<file path="src/rtl/cga_vram_arbiter_if.sv">
// rtl/cga_vram_arbiter_if.sv - ISA bus, sequencer and video RAM signals of the CGA VRAM arbiter
interface cga_vram_arbiter_if;
  // ISA side
  logic [19:0] bus_a;
  logic        bus_memr_l;
  logic        bus_memw_l;
  logic        bus_aen;
  logic [7:0]  bus_d;
  logic [7:0]  bus_out;
  logic        bus_dir;
  logic        bus_rdy;
  // Sequencer / display side
  logic        isa_op_enable;
  logic        vram_read;
  logic [18:0] video_addr;
  // RAM port
  logic [18:0] ram_a;
  logic        ram_we_l;
  logic [7:0]  ram_dout;
  logic [7:0]  ram_din;

  modport slave (
    input  bus_a, bus_memr_l, bus_memw_l, bus_aen, bus_d,
    input  isa_op_enable, vram_read, video_addr, ram_din,
    output bus_out, bus_dir, bus_rdy, ram_a, ram_we_l, ram_dout
  );

  modport master (
    output bus_a, bus_memr_l, bus_memw_l, bus_aen, bus_d,
    output isa_op_enable, vram_read, video_addr, ram_din,
    input  bus_out, bus_dir, bus_rdy, ram_a, ram_we_l, ram_dout
  );
endinterface

</file>
<file path="src/rtl/cga_vram_arbiter.sv">
// rtl/cga_vram_arbiter.sv - shares the CGA video RAM port between ISA CPU cycles and display fetches
module cga_vram_arbiter #(
  parameter logic [19:0] FRAMEBUFFER_ADDR = 20'hB8000,
  parameter bit          USE_BUS_WAIT     = 1'b1
) (
  input logic            clk,
  input logic            reset_l,
  cga_vram_arbiter_if.slave io
);

  typedef enum logic [1:0] {
    ST_IDLE,
    ST_WAIT_SLOT,
    ST_ACCESS,
    ST_HOLD
  } state_t;

  state_t state, state_nxt;

  // [0],[1] are the synchronizer flops, [2] holds the previous synced value
  logic [2:0]  memr_sync, memw_sync;
  logic        fall_r, fall_w, strobes_high;
  logic        cs, start, grant;
  logic [14:0] addr_q;
  logic [7:0]  data_q;
  logic        wr_q;
  logic [7:0]  bus_out_q;
  logic        rdy_q;

  assign fall_r       = memr_sync[2] & ~memr_sync[1];
  assign fall_w       = memw_sync[2] & ~memw_sync[1];
  assign strobes_high = memr_sync[1] & memw_sync[1];

  assign cs    = (io.bus_a[19:15] == FRAMEBUFFER_ADDR[19:15]) & ~io.bus_aen;
  assign start = (state == ST_IDLE) & (fall_r | fall_w) & cs;
  // Gated by reset_l so a slot arriving in the reset cycle never writes RAM
  assign grant = (state == ST_WAIT_SLOT) & io.isa_op_enable & ~io.vram_read & reset_l;

  // Resynchronize the asynchronous ISA strobes; reset to the inactive level
  always_ff @(posedge clk) begin
    if (!reset_l) begin
      memr_sync <= 3'b111;
      memw_sync <= 3'b111;
    end else begin
      memr_sync <= {memr_sync[1:0], io.bus_memr_l};
      memw_sync <= {memw_sync[1:0], io.bus_memw_l};
    end
  end

  // State register
  always_ff @(posedge clk) begin
    if (!reset_l) begin
      state <= ST_IDLE;
    end else begin
      state <= state_nxt;
    end
  end

  // Next-state logic: accept, wait for a free slot, one RAM cycle, wait for strobe release
  always_comb begin
    state_nxt = state;
    case (state)
      ST_IDLE:      if (start) state_nxt = ST_WAIT_SLOT;
      ST_WAIT_SLOT: if (grant) state_nxt = ST_ACCESS;
      ST_ACCESS:    state_nxt = ST_HOLD;
      ST_HOLD:      if (strobes_high) state_nxt = ST_IDLE;
      default:      state_nxt = ST_IDLE;
    endcase
  end

  // Latch the CPU request at the detected edge; simultaneous strobes count as a write
  always_ff @(posedge clk) begin
    if (!reset_l) begin
      addr_q <= '0;
      data_q <= '0;
      wr_q   <= 1'b0;
    end else if (start) begin
      addr_q <= io.bus_a[14:0];
      data_q <= io.bus_d;
      wr_q   <= fall_w;
    end
  end

  // Capture read data in ACCESS, one clock after the address was presented
  always_ff @(posedge clk) begin
    if (!reset_l) begin
      bus_out_q <= 8'h00;
    end else if (state == ST_ACCESS && !wr_q) begin
      bus_out_q <= io.ram_din;
    end
  end

  // Wait-state generator: low from acceptance until HOLD is entered
  always_ff @(posedge clk) begin
    if (!reset_l) begin
      rdy_q <= 1'b1;
    end else if (start) begin
      rdy_q <= 1'b0;
    end else if (state == ST_ACCESS) begin
      rdy_q <= 1'b1;
    end
  end

  // The display owns the RAM port except in the single grant cycle
  assign io.ram_a    = grant ? {4'h0, addr_q} : io.video_addr;
  assign io.ram_we_l = ~(grant & wr_q);
  assign io.ram_dout = data_q;

  assign io.bus_out = bus_out_q;
  assign io.bus_rdy = USE_BUS_WAIT ? rdy_q : 1'b1;
  assign io.bus_dir = cs & ~io.bus_memr_l;

endmodule

</file>
<file path="src/flat_wrapper.sv">
// flat-port wrapper written by rule: the top's interface ports become plain ports
module cga_vram_arbiter_flat 
#(
  parameter logic [19:0] FRAMEBUFFER_ADDR = 20'hB8000,
  parameter bit          USE_BUS_WAIT     = 1'b1
)
  (clk, reset_l, io_bus_a, io_bus_memr_l, io_bus_memw_l, io_bus_aen, io_bus_d, io_isa_op_enable, io_vram_read, io_video_addr, io_ram_din, io_bus_out, io_bus_dir, io_bus_rdy, io_ram_a, io_ram_we_l, io_ram_dout);
  cga_vram_arbiter_if io_i ();
  input logic clk;
  input logic reset_l;
  input wire logic [$bits(io_i.bus_a)-1:0] io_bus_a;
  input wire logic [$bits(io_i.bus_memr_l)-1:0] io_bus_memr_l;
  input wire logic [$bits(io_i.bus_memw_l)-1:0] io_bus_memw_l;
  input wire logic [$bits(io_i.bus_aen)-1:0] io_bus_aen;
  input wire logic [$bits(io_i.bus_d)-1:0] io_bus_d;
  input wire logic [$bits(io_i.isa_op_enable)-1:0] io_isa_op_enable;
  input wire logic [$bits(io_i.vram_read)-1:0] io_vram_read;
  input wire logic [$bits(io_i.video_addr)-1:0] io_video_addr;
  input wire logic [$bits(io_i.ram_din)-1:0] io_ram_din;
  output wire logic [$bits(io_i.bus_out)-1:0] io_bus_out;
  output wire logic [$bits(io_i.bus_dir)-1:0] io_bus_dir;
  output wire logic [$bits(io_i.bus_rdy)-1:0] io_bus_rdy;
  output wire logic [$bits(io_i.ram_a)-1:0] io_ram_a;
  output wire logic [$bits(io_i.ram_we_l)-1:0] io_ram_we_l;
  output wire logic [$bits(io_i.ram_dout)-1:0] io_ram_dout;
  assign io_i.bus_a = io_bus_a;
  assign io_i.bus_memr_l = io_bus_memr_l;
  assign io_i.bus_memw_l = io_bus_memw_l;
  assign io_i.bus_aen = io_bus_aen;
  assign io_i.bus_d = io_bus_d;
  assign io_i.isa_op_enable = io_isa_op_enable;
  assign io_i.vram_read = io_vram_read;
  assign io_i.video_addr = io_video_addr;
  assign io_i.ram_din = io_ram_din;
  assign io_bus_out = io_i.bus_out;
  assign io_bus_dir = io_i.bus_dir;
  assign io_bus_rdy = io_i.bus_rdy;
  assign io_ram_a = io_i.ram_a;
  assign io_ram_we_l = io_i.ram_we_l;
  assign io_ram_dout = io_i.ram_dout;
  cga_vram_arbiter #(.FRAMEBUFFER_ADDR(FRAMEBUFFER_ADDR), .USE_BUS_WAIT(USE_BUS_WAIT)) u_core (.clk(clk), .reset_l(reset_l), .io(io_i));
endmodule
</file>
<file path="config.mk">
export PLATFORM = sky130hd
export DESIGN_NAME = cga_vram_arbiter_flat
export DESIGN_NICKNAME = d
export VERILOG_FILES = /design/src/rtl/cga_vram_arbiter_if.sv /design/src/rtl/cga_vram_arbiter.sv /design/src/flat_wrapper.sv
export SDC_FILE = /design/constraint.sdc
export NUM_CORES = 1
export LEC_CHECK = 0
export BUFFER_PORTS_ARGS = -buffer_cell sky130_fd_sc_hd__buf_4
export CAP_MARGIN = 10
export CORE_UTILIZATION = 35
export CTS_CLUSTER_SIZE = 40
export DETAILED_ROUTE_END_ITERATION = 6
export PLACE_DENSITY = 0.65
export SETUP_SLACK_MARGIN = 0.3
export SLEW_MARGIN = 20
export SYNTH_ARGS = -nofsm -noshare
export SYNTH_HDL_FRONTEND = slang
export SYNTH_SLANG_ARGS = --single-unit
</file>
<file path="constraint.sdc">
create_clock -name clk -period 2.2 [get_ports clk]
set_clock_uncertainty 0.2 [all_clocks]
set_input_delay 0.22 -clock clk [delete_from_list [all_inputs] [get_ports clk]]
set_output_delay 0.22 -clock clk [all_outputs]
set_load 0.005 [all_outputs]
</file>
Word-level counts from Yosys, hierarchy flattened
Cells that the tools add are included.

Muxes and demuxes: 7. Bitwise logic cells: 18. Reductions and logical operators: 5. Eq/ne operators: 7.

Operators by type and width (count): 19-bit 2-to-1 mux (1); 1-bit AND (11); 2-bit case mux with 4 select lines (1); 2-bit 2-to-1 mux (3); 2-bit by 1-bit != test with 1-bit output (second input constant) (3); 1-bit NOT (6); 5-bit == test (second input constant) (1); 2-bit == test (second input constant) (2); 3-bit AND reduction (1); 2-bit by 1-bit == test with 1-bit output (second input constant) (1); 2-bit logical NOT (1); 1-bit 2-to-1 mux (2); 2-bit nonzero test (1); 1-bit logical AND (1); 1-bit logical NOT (1); 1-bit bitwise OR (1).

Register bits: 41. Output and inout port bits: 38. Logic and storage cells: 45.

Logic depth before layout (Yosys ltp)
Gate-level depths: netlist of the first run.

Word-level depth: 7. Depth in mapped cells: 7. Mapped depth without buffers: 6.

Least setup slack after synthesis of the first run
Ideal clock, no wire load.

Path kind: reg2out. Start: reg u_core.state[1]. End: out io_ram_a[10]. Arrival time: 1.417 ns. Path slack: 0.363 ns. Cell stages (with the launch flop): 8. Path buffers: 2. Cell sequence: dfxtp_1 inv_1 ha_1 nand4b_1 clkbuf_1 clkbuf_1 nand2_1 nand2_1.

Longest elaborated chain between the ends: 5.

RTL lines: from (decl) (line cga_vram_arbiter.sv:18) `state_t state, state_nxt;`; from (signal assigned) (line cga_vram_arbiter.sv:55) `state <= state_nxt;`; 2-bit by 1-bit == test with 1-bit output (line cga_vram_arbiter.sv:37) `assign grant = (state == ST_WAIT_SLOT) & io.isa_op_enable & ~io.vram_read & reset_l;`; 1-bit AND (3 in a row) (line cga_vram_arbiter.sv:37); 19-bit 2-to-1 mux (line cga_vram_arbiter.sv:105) `assign io.ram_a = grant ? {4'h0, addr_q} : io.video_addr;`; to (decl) (line flat_wrapper.sv:23) `output wire logic [$bits(io_i.ram_a)-1:0] io_ram_a;`.

No other way between the ends.

Final worst setup path of the first run
Start: reg u_core.state[1]. End: out io_ram_a[1].

The elaborated chain is that of the path after synthesis.

==> impl_metrics.py, run 1 <==
metrics = {
    "run_status": {
        "status": "completed",
    },
    "routing": {
        "wl_per_cell_um": 11.2,
        "postRouteAntennaNets": 0,
        "drt_iter0_drc": 76,
        "drc": 0,
        "viasPerCell": 4.30,
        "vias": 1768,
        "drt_first_pass_iters": 6,
        "routed_wl_mm": 4.58,
    },
    "synth": {
        "synthCells": 199,
        "yosys.area.top_type": "dfxtp_1",
        "yosysUniqueCellTypes": 19,
        "synth.ff_latch_count": 41,
        "avgSynthCellArea_um2": 9.31,
        "ys_warn_count": 0,
        "synth_top_cell_area_share_pct": 44.3,
        "synth_fp_nets": 266,
        "synth.area.top_cells": "dfxtp_1, mux2i_1, nor2b_1",
        "synth_area_mm2": 0.00185,
        "synth_seq_area_share_pct": 44.3,
    },
    "global_routing": {
        "first_global_vias": 1572,
        "use_met1_pct": 18.3,
        "grt_antenna_before_repair": 0,
        "gr-usage-met3_pct": 4.55,
        "grt_max_degree": 44,
        "use_met2_pct": 29.0,
        "busiest_layer": "met2",
        "grt_usage_pct": 16.2,
        "grt_first_pass_wirelength_mm": 6.74,
        "gr-total-overflow": 0,
    },
    "worst_setup_path": {
        "start_kind": "flop",
        "crit_required_ns": 1.78,
        "path_buf_inv": 5,
        "cp_num_cells": 9,
        "crit_family": "buffers and inverters",
        "worstPathArrival_ns": 1.55,
        "critPathSlowestCell": "dfxtp_2",
        "max_stage_delay_ns": 0.34,
        "crit_top_cell": "nand2_1",
        "reg2reg_setup_slack_ns": 0.41,
        "rr_worst_depth": 6,
        "end_kind": "output port",
        "crit_chain": "inv_2, ha_4, nand4b_1, buf_6, clkinvlp_4, buf_12, nand2_1, nand2_1, buf_4",
        "cp_max_fo": 11,
        "path_class": "flop to output port",
        "r2r_end": "u_core.state[1]$_SDFFE_PN0P_",
        "reg2reg_from": "u_core.state[1]$_SDFFE_PN0P_",
    },
    "sta": {
        "setup_viol": 0,
        "grt_setup_unrepaired": "yes",
        "fmaxAchievable_ghz": 0.507,
        "tns_ns": 0,
        "max-slew-margin-rel_pct": 64.3,
        "finalHoldViolations": 0,
        "worstMarginPinSlew_ns": 0.535,
        "slew_violations": 0,
        "finalCritPeriodShare_pct": 89.6,
        "period_minus_slack_ns": 1.97,
    },
    "worst_hold_path": {
        "hold_start": "io_bus_a[3]",
        "min_path_type": "input port to flop",
        "hold_end": "u_core.addr_q[3]$_SDFFE_PN0P_",
        "hold_depth": 3,
    },
    "clocking": {
        "clk_latency_ns": 0.29,
        "cts_tree": "built",
        "cts_root_buf": "clkbuf_8",
        "cts_buffers": 5,
        "cts-htree-levels": 2,
        "path_clk_slew_ns": 0.08,
        "cts.sinks": 41,
        "cts_max_path_buffers": 2,
    },
    "finish": {
        "nFillCells": 452,
        "antenna_cells": 0,
        "fin_util_pct": 63.2,
        "layout-drive-gt1-share_pct": 39.3,
        "area_growth_pct": 74.3,
        "final_area_mm2": 0.00323,
        "final_nets": 408,
    },
    "power": {
        "power_density_mw_per_mm2": 482,
        "p_total_mw": 1.56,
        "leakage_nw": 1.61,
        "vdd_drop_max_v": 0.000266,
    },
    "floorplanning": {
        "die_w_um": 74.8,
        "die_area_mm2": 0.00559,
        "core_mm2": 0.00511,
        "rows": 26,
        "pin_count": 100,
        "die_h_um": 74.8,
        "start_util_pct": 36.3,
    },
    "place": {
        "dp_hpwl_mm": 2.93,
        "placed_cell_area_mm2": 0.00267,
        "gp_congestion": 0.702,
        "portBuffers": 99,
    },
    "job": {
        "cap_violations": 0,
    },
}
-- through the flow --
stage	setup slack [ns]	instances	hold WS (ns)
3_5_place_dp	0.283	362	0.197
3_3_place_gp	0.354	362	0.191
6_report	0.229	411	0.00308
5_1_grt	0.124	411	0.0596
2_1_floorplan	0.363	199	0.0930
4_1_cts	0.217	407	0.00134
-- kinds of logic (layout without fill, tap and decap cells) --
kind of cell	after synthesis	count (layout)	synth area share [%]
simple gates	101	101	27.5
buf+inv	13	155	3.51
mux	34	34	18.4
compound gates	5	5	2.90
flops	41	41	44.3
fa+ha+maj	5	5	3.38
-- cells in the mapped netlist --
master / count
clkbuf_1: 7
and2_1: 5
nor2_1: 1
ha_1: 5
buf_2: 1
dfxtp_1: 41
nor2b_1: 35
o211ai_1: 1
inv_1: 3
nand2b_1: 4
mux2i_1: 34
and4bb_2: 1
nand4b_1: 1
nand2_1: 52
a222oi_1: 1
or2b_1: 2
o21ai_0: 2
buf_6: 2
o2111ai_4: 1
-- sequential cells by signal, indices dropped and copies added, names as in the netlist --
signal              cells
u_core.addr_q          15
u_core.io.bus_out       8
u_core.io.bus_rdy       1
u_core.io.ram_dout      8
u_core.memr_sync        3
u_core.memw_sync        3
u_core.state            2
u_core.wr_q             1
-- how the worst max path moves through the flow --
stage | from | endpoint | slack, ns
6_report | u_core.state[1]$_SDFFE_PN0P_ | io_ram_a[1] | 0.23
5_1_grt | u_core.state[1]$_SDFFE_PN0P_ | io_ram_a[14] | 0.12
2_1_floorplan | u_core.state[1]$_SDFFE_PN0P_ | io_ram_a[10] | 0.36
4_1_cts | u_core.state[1]$_SDFFE_PN0P_ | io_ram_a[1] | 0.22
3_3_place_gp | u_core.state[1]$_SDFFE_PN0P_ | io_ram_a[2] | 0.35
3_5_place_dp | u_core.state[1]$_SDFFE_PN0P_ | io_ram_we_l | 0.28
-- layout make-up --
class                      instances  area [um^2]  share of cell area (%)
inverter                           3         15.0                   0.465
sequential                        41          826                    25.6
multi-input combinational        145         1000                    31.1
clock buffer                       7         86.3                    2.67
tap                               70         87.6                    2.71
timing repair buffer             145         1210                    37.5
-- tightest hold or removal path, delay by kind of cell --
family                 cells  cell delay (ns)
muxes                      1             0.05
buffers and inverters      1             0.08
and+or+nand+nor            1             0.10
-- power by group --
group          total (mW)  switching, mW  internal (mW)
clock network       0.495          0.246          0.249
logic               0.292          0.100          0.192
registers           0.769         0.0115          0.758
-- repair_timing --
item | in CTS | in global routing
hold buffers | 32 | 0
setup endpoints to repair | 20 | 35
pin swaps | 4 | 3
hold endpoints to repair | 32 | 0
setup buffers | 5 | 4
resized for setup | 18 | 3
gates cloned | 1 | 0
-- metal layers --
layer	wire, um	part of all wire [%]	up-vias
li1	-	-	926
met1	2050	45	777
met2	2190	48	60
met3	281	6.1	5
met4	59	1.3	0
met5	0	0	-
-- cell usage in the layout (no fill, tap or decap), drive strengths merged --
| cell | instances |
|---|---|
| buf | 113 |
| nor2b | 35 |
| o211ai | 1 |
| o21ai | 2 |
| or2b | 2 |
| nor2 | 1 |
| and2 | 5 |
| nand2 | 52 |
| a222oi | 1 |
| nand2b | 4 |
| ha | 5 |
| clkbuf | 7 |
| clkinvlp | 1 |
| mux2i | 34 |
| and4bb | 1 |
| dlygate4sd3 | 32 |
| nand4b | 1 |
| o2111ai | 1 |
| inv | 2 |
| dfxtp | 41 |
No activity file was read; power rests on OpenSTA's default activity.
==> inputs of run 2 (changes only) <==
CORE_UTILIZATION = 44   (was 35)
PLACE_DENSITY = 0.79   (was 0.65)
==> impl_metrics.py, run 2 (synthesis gave the netlist of run 1 again) <==
metrics = {
    "sta": {
        "setup_viol": 0,
        "finalHoldViolations": 1,
        "finalCritPeriodShare_pct": 90.7,
        "slew_violations": 0,
        "fmaxAchievable_ghz": 0.501,
        "holdWs_ns": -0.00186,
        "max-slew-margin-rel_pct": 60.3,
        "tns_ns": 0,
        "period_minus_slack_ns": 1.99,
        "grt_setup_unrepaired": "yes",
        "worstMarginPinSlew_ns": 0.596,
    },
    "place": {
        "portBuffers": 99,
        "gp_congestion": 0.690,
        "dp_hpwl_mm": 3.17,
        "placed_cell_area_mm2": 0.00263,
    },
    "finish": {
        "top_register": "u_core.addr_q",
        "final_nets": 399,
        "final_common_cell": "buf_4",
        "final_area_mm2": 0.00313,
        "fin_util_pct": 77.8,
        "multi_input_area_mm2": 0.00103,
        "layout-drive-gt1-share_pct": 40.8,
        "antenna_cells": 0,
        "area_growth_pct": 69.1,
        "regArea_um2": 826,
        "final_cell_mix": "buf_4, nand2_1, dfxtp_1, mux2i_1, nor2b_1",
        "largest_register_ffs": 15,
        "nFillCells": 292,
    },
    "floorplanning": {
        "die_h_um": 66.9,
        "die_w_um": 66.9,
        "start_util_pct": 46.0,
        "rows": 23,
        "pin_count": 100,
        "die_area_mm2": 0.00447,
        "core_mm2": 0.00403,
    },
    "worst_setup_path": {
        "start_kind": "flop",
        "crit_required_ns": 1.78,
        "reg2reg_setup_slack_ns": 0.32,
        "end_kind": "output port",
        "cp_max_fo": 13,
        "rr_worst_depth": 8,
        "worstPathArrival_ns": 1.57,
        "r2r_end": "u_core.state[1]$_SDFFE_PN0P_",
        "path_class": "flop to output port",
        "reg2reg_from": "u_core.state[1]$_SDFFE_PN0P_",
    },
    "worst_hold_path": {
        "hold_depth": 3,
        "min_path_type": "input port to flop",
        "hold_end": "u_core.addr_q[10]$_SDFFE_PN0P_",
        "hold_start": "io_bus_a[10]",
    },
    "clocking": {
        "cts_max_path_buffers": 2,
        "cts.sinks": 41,
        "cts_buffers": 5,
        "cts_tree": "built",
        "clk_latency_ns": 0.29,
        "cts-htree-levels": 2,
        "path_clk_slew_ns": 0.08,
        "cts_root_buf": "clkbuf_8",
    },
    "global_routing": {
        "grt_usage_pct": 22.6,
        "gr-total-overflow": 0,
        "grt_max_degree": 42,
        "first_global_vias": 1662,
        "grt_antenna_before_repair": 0,
        "grt_first_pass_wirelength_mm": 7.42,
    },
    "routing": {
        "wl_per_cell_um": 13.1,
        "drt_first_pass_iters": 4,
        "drc": 0,
        "drt_iter0_drc": 62,
        "routed_wl_mm": 5.03,
        "vias": 1763,
        "postRouteAntennaNets": 0,
        "viasPerCell": 4.60,
    },
    "run_status": {
        "violations": "negative hold slack",
        "status": "complete, but fails checks",
    },
    "power": {
        "leakage_nw": 1.58,
        "vdd_drop_max_v": 0.000451,
        "power_density_mw_per_mm2": 512,
        "p_total_mw": 1.61,
    },
    "job": {
        "cap_violations": 0,
    },
}
-- run 2: cell count changes in the layout (fill, tap and decap cells not counted), moves of 2 or more --
cell	previous run	this run
dlygate4sd3_1	32	22
nor2b_2	0	2
nor2b_1	35	33
buf_12	2	0
nand2_1	44	47
nand2_2	7	4
-- run 2: metal layers --
metal,GRT usage (%),wire [um]
met5,0,0
met4,7.18,58
met3,6.16,354
met2,41.5,2610
met1,24.7,2010
-- run 2: timing repair --
| action | CTS | global route |
|---|---|---|
| gates cloned | 1 | 0 |
| resized for setup | 15 | 10 |
| hold endpoints to repair | 22 | 0 |
| setup buffers | 7 | 4 |
| pin swaps | 7 | 4 |
| hold buffers | 22 | 0 |
| endpoints found under the setup margin | 47 | 38 |
-- run 2: cell type report --
class,count,share of cell area (%)
Timing Repair Buffer,135,35.0
Multi-Input combinational cell,146,32.8
Sequential cell,41,26.3
Tap cell,50,2.00
Clock inverter,1,0.160
Inverter,3,0.559
Clock buffer,7,3.07
-- run 2: through the flow --
step | setup slack [ns] | instances | hold slack [ns]
3_5_place_dp | 0.0591 | 341 | 0.196
4_1_cts | 0.221 | 379 | 0.00125
6_report | 0.205 | 383 | -0.00186
3_3_place_gp | 0.126 | 341 | 0.188
5_1_grt | 0.125 | 383 | 0.00121
2_1_floorplan | 0.363 | 199 | 0.0930
-- run 2: worst max-delay path by stage --
stage	startpoint	end	slack (ns)
global placement	u_core.state[1]$_SDFFE_PN0P_	io_ram_a[1]	0.13
floorplan	u_core.state[1]$_SDFFE_PN0P_	io_ram_a[10]	0.36
detailed placement	u_core.state[1]$_SDFFE_PN0P_	io_ram_a[1]	0.06
CTS	u_core.state[1]$_SDFFE_PN0P_	io_ram_a[1]	0.22
global route	u_core.state[1]$_SDFFE_PN0P_	io_ram_a[1]	0.13
finish	u_core.state[1]$_SDFFE_PN0P_	io_ram_a[1]	0.21
-- run 2: power breakdown --
part	total, mW	switching [mW]	internal [mW]	leakage (nW)
registers	0.771	0.0134	0.758	0.333
clock network	0.537	0.253	0.284	0.0542
logic	0.298	0.110	0.189	1.19
-- run 2: worst max-delay path: stages, from the launching register on --
cell and delay [ns]:
dfxtp_2 0.36, inv_4 0.05, ha_4 0.15, nand4b_1 0.09, buf_6 0.13, clkinvlp_4 0.09, buf_8 0.15, nand2_1 0.08
nand2_1 0.05, buf_4 0.13
==> inputs of run 3 (changes only) <==
SETUP_SLACK_MARGIN = not set   (was 0.3)
==> impl_metrics.py, run 3 (synthesis gave the netlist of run 1 again) <==
metrics = {
    "run_status": {
        "status": "complete, but fails checks",
        "violations": "negative hold slack",
    },
    "routing": {
        "drt_iter0_drc": 45,
        "viasPerCell": 4.54,
        "postRouteAntennaNets": 0,
        "wl_per_cell_um": 12.4,
        "vias": 1702,
        "drc": 0,
        "routed_wl_mm": 4.66,
        "drt_first_pass_iters": 4,
    },
    "sta": {
        "setup_viol": 0,
        "worstMarginPinSlew_ns": 1.05,
        "holdWs_ns": -0.00116,
        "grt_setup_unrepaired": "no",
        "tns_ns": 0,
        "finalHoldViolations": 1,
        "slew_violations": 0,
        "period_minus_slack_ns": 2.05,
        "max-slew-margin-rel_pct": 30.2,
        "finalCritPeriodShare_pct": 93.4,
        "fmaxAchievable_ghz": 0.487,
    },
    "finish": {
        "stdcell_count": 375,
        "largest_register_ffs": 15,
        "final_cell_mix": "buf_4, nand2_1, dfxtp_1, nor2b_1, mux2i_1",
        "final_common_cell": "buf_4",
        "final_nets": 391,
        "antenna_cells": 0,
        "layout-drive-gt1-share_pct": 36.3,
        "area_growth_pct": 61.4,
        "top_register": "u_core.addr_q",
    },
    "power": {
        "vdd_drop_max_v": 0.000437,
        "leakage_nw": 1.51,
        "power_density_mw_per_mm2": 522,
        "p_total_mw": 1.56,
    },
    "place": {
        "gp_congestion": 0.690,
        "dp_cells": 341,
        "dp_hpwl_mm": 3.17,
        "portBuffers": 99,
    },
    "floorplanning": {
        "pin_count": 100,
        "die_w_um": 66.9,
        "die_area_mm2": 0.00447,
        "start_util_pct": 46.0,
        "die_h_um": 66.9,
        "core_mm2": 0.00403,
        "rows": 23,
    },
    "worst_setup_path": {
        "worstPathArrival_ns": 1.63,
        "path_class": "flop to output port",
        "start_kind": "flop",
        "cp_max_fo": 13,
        "crit_required_ns": 1.78,
        "end_kind": "output port",
    },
    "clocking": {
        "cts.sinks": 41,
        "cts_tree": "built",
        "cts_buffers": 5,
        "cts_root_buf": "clkbuf_8",
        "cts-htree-levels": 2,
        "cts_max_path_buffers": 2,
        "path_clk_slew_ns": 0.08,
        "clk_latency_ns": 0.28,
    },
    "global_routing": {
        "grt_first_pass_wirelength_mm": 6.90,
        "gr-total-overflow": 0,
        "first_global_vias": 1578,
        "grt_max_degree": 42,
        "grt_usage_pct": 20.8,
        "grt_antenna_before_repair": 0,
    },
    "worst_hold_path": {
        "min_path_type": "input port to flop",
    },
    "job": {
        "cap_violations": 0,
    },
}
[run 3: cell count changes in the layout (fill, tap and decap cells not counted), sizes merged]
| cell | delta |
|---|---|
| buf | -7 |
| o2111ai | -1 |
[run 3: repair_timing]
item,4_1_cts,5_1_grt
resized for setup,2,2
buffers inserted,3,1
endpoints found under the setup margin,20,20
pin swaps,1,2
hold buffers,22,0
gates cloned,0,0
endpoints found under the hold margin,22,0
[run 3: worst paths after layout]
| kind | end | depth (start not counted) | slack, ns | startpoint |
|---|---|---|---|---|
| max | io_ram_a[1] | 9 | 0.15 | u_core.state[1]$_SDFFE_PN0P_ |
| min | u_core.addr_q[10]$_SDFFE_PN0P_ | 3 | -0.001 | io_bus_a[10] |
| max reg2reg | u_core.state[1]$_SDFFE_PN0P_ | 7 | 0.15 | u_core.state[1]$_SDFFE_PN0P_ |
| min reg2reg | u_core.memw_sync[1]$_SDFF_PN1_ | 1 | 0.21 | u_core.memw_sync[0]$_SDFF_PN1_ |
[run 3: cell type report]
cell class	instances	area, um^2
fill	318	1040
sequential	41	822
clock buffer	7	96.3
multi-input combinational	145	967
tap	50	62.6
clock inverter	1	5.00
inverter	3	15.0
timing repair buffer	128	1020
[run 3: through the flow]
| step | utilization (%) | area, um^2 | setup WS [ns] |
|---|---|---|---|
| after floorplan | - | 1850 | 0.363 |
| after global placement | 65.2 | 2630 | 0.126 |
| after detailed placement | 65.2 | 2630 | 0.0591 |
| after CTS | 73.9 | 2980 | 0.0212 |
| after global routing | 74.3 | 2990 | 0.0246 |
| final | 74.3 | 2990 | 0.145 |
[run 3: layer usage]
metal  vias up  share of wire (%)  GRT usage [%]
li1        887                  -              -
met1       750                 41           22.7
met2        60                 51           38.4
met3         5                7.1           5.82
met4         0               0.88           6.38
met5         -                  0              0
[run 3: worst max-delay path: stages (launching register included)]
cell and delay, ns:
dfxtp_2 0.36, inv_1 0.08, ha_1 0.19, nand4b_1 0.09
buf_4 0.14, clkinvlp_4 0.08, buf_6 0.14, nand2_1 0.08
nand2_1 0.05, buf_4 0.13
[run 3: where the power goes]
part / leakage (nW) / switching [mW] / internal, mW
logic: 1.12 / 0.0954 / 0.171
clock network: 0.0542 / 0.249 / 0.284
registers: 0.332 / 0.00957 / 0.755
